`src/rtl/mem_fifo_ctrl.sv`:
```
// FIFO controller wrapped around a dual-port mem: circular write addressing upstream,
// one-entry registered output stage downstream. Optional almost flags: MEM_FIFO_ALMOST_FLAGS_EN.
module mem_fifo_ctrl #(
  parameter int DATA_WIDTH = 8,
  parameter int ADD_WIDTH  = 8
`ifdef MEM_FIFO_ALMOST_FLAGS_EN
  ,
  parameter int AF_LEVEL   = (2 ** ADD_WIDTH) - 4,
  parameter int AE_LEVEL   = 4
`endif
) (
  input  logic                  clk,
  input  logic                  rst,
  input  logic                  flush,
  input  logic                  in_valid,
  input  logic [DATA_WIDTH-1:0] in_data,
  output logic                  in_ready,
  output logic                  out_valid,
  output logic [DATA_WIDTH-1:0] out_data,
  input  logic                  out_ready,
  output logic                  mem_wr_en,
  output logic [ADD_WIDTH-1:0]  mem_wr_addr,
  output logic [DATA_WIDTH-1:0] mem_wr_data,
  output logic                  mem_rd_en,
  output logic [ADD_WIDTH-1:0]  mem_rd_addr,
  input  logic [DATA_WIDTH-1:0] mem_rd_data,
`ifdef MEM_FIFO_ALMOST_FLAGS_EN
  output logic                  almost_full,
  output logic                  almost_empty,
`endif
  output logic [ADD_WIDTH:0]    level
);

  // Handshake: a word moves on a side only in a cycle where valid and ready are
  // both high at the rising edge; valid never depends on ready of the same side.

  logic [ADD_WIDTH:0]    wr_ptr_q, wr_ptr_d;
  logic [ADD_WIDTH:0]    rd_ptr_q, rd_ptr_d;
  logic                  out_valid_q, out_valid_d;
  logic [DATA_WIDTH-1:0] out_data_q, out_data_d;
  logic                  rdy_q;
  logic                  empty, full, wr_fire, load;

  assign empty   = (wr_ptr_q == rd_ptr_q);
  assign full    = (wr_ptr_q[ADD_WIDTH-1:0] == rd_ptr_q[ADD_WIDTH-1:0]) &&
                   (wr_ptr_q[ADD_WIDTH] != rd_ptr_q[ADD_WIDTH]);
  assign in_ready = rdy_q && !full && !flush;
  assign wr_fire  = in_valid && in_ready;
  assign load     = !empty && (!out_valid_q || out_ready) && !flush;

  assign mem_wr_en   = wr_fire;
  assign mem_wr_addr = wr_ptr_q[ADD_WIDTH-1:0];
  assign mem_wr_data = in_data;
  assign mem_rd_en   = load;
  assign mem_rd_addr = rd_ptr_q[ADD_WIDTH-1:0];

  assign out_valid = out_valid_q;
  assign out_data  = out_data_q;
  assign level     = wr_ptr_q - rd_ptr_q;

  always_comb begin
    wr_ptr_d    = wr_ptr_q;
    rd_ptr_d    = rd_ptr_q;
    out_valid_d = out_valid_q;
    out_data_d  = out_data_q;
    if (flush) begin
      wr_ptr_d    = '0;
      rd_ptr_d    = '0;
      out_valid_d = 1'b0;
      out_data_d  = '0;
    end else begin
      if (wr_fire) wr_ptr_d = wr_ptr_q + 1'b1;
      if (load) begin
        rd_ptr_d    = rd_ptr_q + 1'b1;
        out_valid_d = 1'b1;
        out_data_d  = mem_rd_data;
      end else if (out_valid_q && out_ready) begin
        out_valid_d = 1'b0;
      end
    end
  end

  // rdy_q keeps in_ready low throughout reset and for the first cycle after release.
  always_ff @(posedge clk or posedge rst) begin
    if (rst) begin
      wr_ptr_q    <= '0;
      rd_ptr_q    <= '0;
      out_valid_q <= 1'b0;
      out_data_q  <= '0;
      rdy_q       <= 1'b0;
    end else begin
      wr_ptr_q    <= wr_ptr_d;
      rd_ptr_q    <= rd_ptr_d;
      out_valid_q <= out_valid_d;
      out_data_q  <= out_data_d;
      rdy_q       <= 1'b1;
    end
  end

`ifdef MEM_FIFO_ALMOST_FLAGS_EN
  logic               almost_full_q, almost_empty_q;
  logic [ADD_WIDTH:0] level_d;

  assign level_d      = wr_ptr_d - rd_ptr_d;
  assign almost_full  = almost_full_q;
  assign almost_empty = almost_empty_q;

  always_ff @(posedge clk or posedge rst) begin
    if (rst) begin
      almost_full_q  <= 1'b0;
      almost_empty_q <= 1'b1;
    end else begin
      almost_full_q  <= (int'(level_d) >= AF_LEVEL);
      almost_empty_q <= (int'(level_d) <= AE_LEVEL);
    end
  end
`endif

endmodule
```
`config.mk`:
```
export PLATFORM = sky130hd
export DESIGN_NAME = mem_fifo_ctrl
export DESIGN_NICKNAME = d
export VERILOG_FILES = /design/src/rtl/mem_fifo_ctrl.sv
export SDC_FILE = /design/constraint.sdc
export NUM_CORES = 1
export LEC_CHECK = 0
export CAP_MARGIN = 15
export CORE_UTILIZATION = 42
export DETAILED_ROUTE_END_ITERATION = 10
export PLACE_DENSITY = 0.86
export SYNTH_ARGS = -nofsm -noshare
export SYNTH_HDL_FRONTEND = slang
export SYNTH_SLANG_ARGS = --single-unit
```
`constraint.sdc`:
```
create_clock -name clk -period 2.13 [get_ports clk]
set_input_delay 0.426 -clock clk [delete_from_list [all_inputs] [get_ports clk]]
set_output_delay 0.426 -clock clk [all_outputs]
set_load 0.05 [all_outputs]
```
Yosys cells after proc, flatten, opt, wreduce, memory -nomap -nowiden. Cells that the tools add are included.

Word-level logic and storage cells: 35. Output and inout port bits: 45. Bits of input ports: 21. Bits in registers: 28.

Add/subtract/negate cells: 3. Reductions and logical operators: 15. Eq/ne operators: 3. Multiplexer cells: 9.

Operators with widths (count): 2-to-1 mux 9 bit (4); adder 9 x 1 -> 9 bit, second input constant (2); 2-to-1 mux 8 bit (2); equality test 9 bit (1); subtractor 9 bit (1); equality test 8 bit (1); logical AND 1 bit (7); logical NOT 1 bit (4); nonzero test 2 bit (2); 2-to-1 mux 1 bit (3); nonzero test 3 bit (1); logical OR 1 bit (1); != test 1 bit (1).

Logic depth before layout (Yosys ltp).
Word-level depth: 8. Mapped depth: 8. Depth with buffers taken out: 7.

Worst setup path before layout. No wires, ideal clock.

Kind: reg-to-output. From: reg rd_ptr_q[1]. To: out level[7]. Path buffers: 0. Arrival: 3077 ps. Stages on the path, launching flop included: 7. Data required time: 1704 ps. Path slack: -1373 ps. Cells stage by stage: dfrtp_1 > inv_1 > ha_1 > nor2b_1 > o2111ai_1 > nand2_1 > o311ai_0.

Longest elaborated chain between the ends: 1.

Ends and longest elaborated chain: start: declaration (RTL line 38) `logic [ADD_WIDTH:0] rd_ptr_q, rd_ptr_d;`; start signal: assignment (RTL line 93) `rd_ptr_q <= rd_ptr_d;`; subtractor 9 bit (RTL line 59) `assign level = wr_ptr_q - rd_ptr_q;`; end: declaration (RTL line 31) `output logic [ADD_WIDTH:0] level`.

Every way passes these cells.

Worst setup path after layout.
From: reg rd_ptr_q[1]. To: out level[6].

The elaborated chain is that of the path after synthesis.

==> flow_metrics.py <==
metrics = {
    "timing": {
        "min_period_ns": 2.64,
        "rsz0062_at_grt": "yes",
        "finalCritPeriodShare_pct": 124,
        "final_max_slew_viol_count": 0,
        "fmaxAchievable_ghz": 0.379,
        "slew_headroom_pct": 65.7,
        "setup_viol": 15,
        "tightest_slew_ns": 0.510,
        "finClkSkew_ns": 0.00569,
        "hold_violations": 0,
        "final.setup.worst_slack_ns": -0.511,
    },
    "global_route": {
        "antenna_found_initial": 0,
        "grt_pass1_vias": 2017,
        "grt_pass1_wl_um": 9960,
        "grt_max_degree": 29,
        "overflow": 0,
        "track_usage_pct": 25.6,
    },
    "route": {
        "wl_met1_um": 2480,
        "wl_met2_um": 3440,
        "antenna_left": 0,
        "drc_errors": 3,
        "via_count": 1961,
        "viasPerCell": 5.57,
        "met3_length_um": 347,
        "routed_wl_um": 6460,
        "drt_iter0_drc": 94,
        "post_drt_wl_per_cell_um": 18.4,
        "dr.pass1.iters": 8,
        "topRoutingLayerUsed": "met4",
    },
    "logic_synthesis": {
        "yosys.area_share.simple_pct": 20.2,
        "synthArstFlopShare_pct": 100,
        "ys_ff_latch": 28,
        "synth_top_cells_by_count": "30 x nor2_1, 28 x dfrtp_1, 24 x buf_4",
        "synth_top_area_share_pct": 34.7,
        "yosysMostFrequentCell": "nor2_1",
        "synth_top_family_by_area": "simple AND/OR/NAND/NOR gates",
        "synth_top_area_cell": "dfrtp_1",
        "netlist_area_mm2": 0.00202,
        "synthCells": 221,
        "synth_edf_count": 0,
        "yosysSeqAreaShare_pct": 34.7,
        "yosys.cell_types.count": 47,
        "muxShareOfSynthArea_pct": 7.18,
        "yosysWarnings": 0,
        "synth_xor_area_share_pct": 5.08,
        "synth_compound_area_share_pct": 12.1,
        "ys_top_cells_by_area": "dfrtp_1 35%, buf_4 8.9%, ha_1 6.2%",
        "synth_flop_cell": "dfrtp_1",
        "synthAdderAreaFrac_pct": 7.18,
        "avgSynthCellArea_um2": 9.14,
        "syn_nets": 253,
    },
    "min_path": {
        "hold_path.class": "in2async",
    },
    "setup_path": {
        "crit_required_ns": 1.70,
        "crit_path_start_kind": "flip-flop",
        "path_class": "reg2out",
        "cp_max_fo": 3,
        "crit_start": "rd_ptr_q[1]",
        "rr_startpoint": "rd_ptr_q[1]",
        "r2r_slack_ns": -0.19,
        "critPathArrivalTime_ns": 2.22,
        "reg2reg_depth": 11,
        "reg2reg_to": "rd_ptr_q[7]",
        "end_kind": "output port",
        "critical_path.endpoint": "level[6]",
    },
    "floorplanning": {
        "rows": 24,
        "fp.dieH_um": 71.4,
        "die-width_um": 71.4,
        "die_area_mm2": 0.00509,
        "pin_count": 66,
        "initial_utilization_pct": 45.2,
        "core_region_area_mm2": 0.00447,
    },
    "clock_tree": {
        "numCtsBuffers": 3,
        "clkSlewWorstSetupHoldPaths_ns": 0.11,
        "cts_sinks": 28,
        "hold_buffers": 0,
        "cts-root-buf": "clkbuf_8",
        "clockBufferDepth": 2,
        "clkLatencyLatePin_ns": 0.29,
        "htree_levels": 1,
        "tritoncts": "done",
    },
    "status": {
        "violations": "DRC, setup timing",
        "outcome": "finished, violations left",
    },
    "power": {
        "ir_drop_mv": 0.706,
        "leakagePower_nw": 1.62,
        "p_per_area_mw_per_mm2": 1060,
    },
    "run": {
        "cap_violations": 0,
    },
    "placed_design": {
        "port_buffers": 49,
        "place_area_mm2": 0.00291,
        "gp_congestion": 0.810,
        "dp_worst_setup_slack_ns": -0.192,
        "dp_hpwl_um": 3930,
    },
    "finish": {
        "areaGrowthSynthToFinish_pct": 68.8,
        "drive_gt1_share_pct": 40.3,
        "nets": 333,
        "postLayoutCellArea_mm2": 0.00341,
        "diodes": 0,
    },
}
## state kept, by name, summed over array words and instances (netlist names)
register	cells
rd_ptr_q	9
wr_ptr_q	9
out_data	8
out_valid	1
rdy_q	1
## area by class of cell
| type | instances | area (um2) |
|---|---|---|
| clock buffers | 3 | 41.3 |
| clock inverters | 1 | 30.0 |
| fillers | 271 | 1060 |
| inverters | 16 | 60.1 |
| multi-input cells | 147 | 1430 |
| flip-flops and latches | 28 | 702 |
| well taps | 52 | 65.1 |
| repair buffers | 105 | 1090 |
## metrics by stage
step / power (mW) / util, % / TNS [ns] / std cells / hold WS, ns
after floorplan: 1.98 / - / -0.664 / 221 / 0.491
after global placement: 2.71 / 65.0 / -0.320 / 334 / 0.511
after detailed placement: 2.74 / 65.0 / -0.616 / 334 / 0.521
after CTS: 3.42 / 72.0 / -2.69 / 344 / 0.505
after global routing: 3.76 / 76.2 / -4.69 / 352 / 0.558
final: 3.63 / 76.2 / -3.84 / 352 / 0.486
## cells by family after synthesis
group / after synthesis
buffers and inverters: 46
xor gates and xnor gates: 10
other: 1
adders and majority gates: 11
DFF: 28
and+or+nand+nor: 76
muxes: 14
AOI/OAI and AO/OA: 35
## layout by cell type, fill, tap and decap left out, types with 5 or more instances in the layout
cell,synthesis,final
a21oi_1,11,9
buf_12,0,13
buf_4,24,48
buf_6,1,7
clkdlybuf4s50_1,0,31
dfrtp_1,28,27
dlymetal6s2s_1,0,5
ha_4,0,7
inv_1,16,14
mux2i_1,10,10
nand2_1,8,7
nor2_1,30,27
o21ai_0,9,8
or3_1,6,6
## how the worst min path moves through the flow
| stage | cells after the start | end | slack, ns |
|---|---|---|---|
| global placement | 2 | out_data[4] | 0.51 |
| detailed placement | 2 | out_data[0] | 0.52 |
| floorplan | 1 | out_data[0] | 0.49 |
| finish | 3 | rd_ptr_q[1] | 0.49 |
| global route | 3 | wr_ptr_q[1] | 0.56 |
| CTS | 3 | out_data[1] | 0.51 |
## per-layer routing
layer | GRT usage, % | vias to the layer above
li1 | - | 899
met5 | 0 | -
met2 | 49.1 | 82
met3 | 4.22 | 17
met1 | 28.3 | 963
met4 | 9.11 | 0
## worst max-delay path, cell delays in order (launching register included)
cell      delay [ns]
dfrtp_1         0.43
buf_4           0.16
fa_2            0.37
nand2b_4        0.17
a211oi_4        0.23
nor4_2          0.06
a311o_2         0.33
buf_8           0.16
## repair_timing
action,in CTS,in global routing
resized for setup,32,27
setup buffers,7,8
pin swaps,11,8
endpoints found under the hold margin,0,0
setup endpoints to repair,19,34
## where the power goes
part | internal [mW] | leakage [nW] | switching [mW]
registers | 0.596 | 0.380 | 0.0456
logic | 1.20 | 1.21 | 1.34
clock network | 0.253 | 0.0357 | 0.192
total | 2.05 | 1.62 | 1.58
Power figures use the tool's default switching activity.
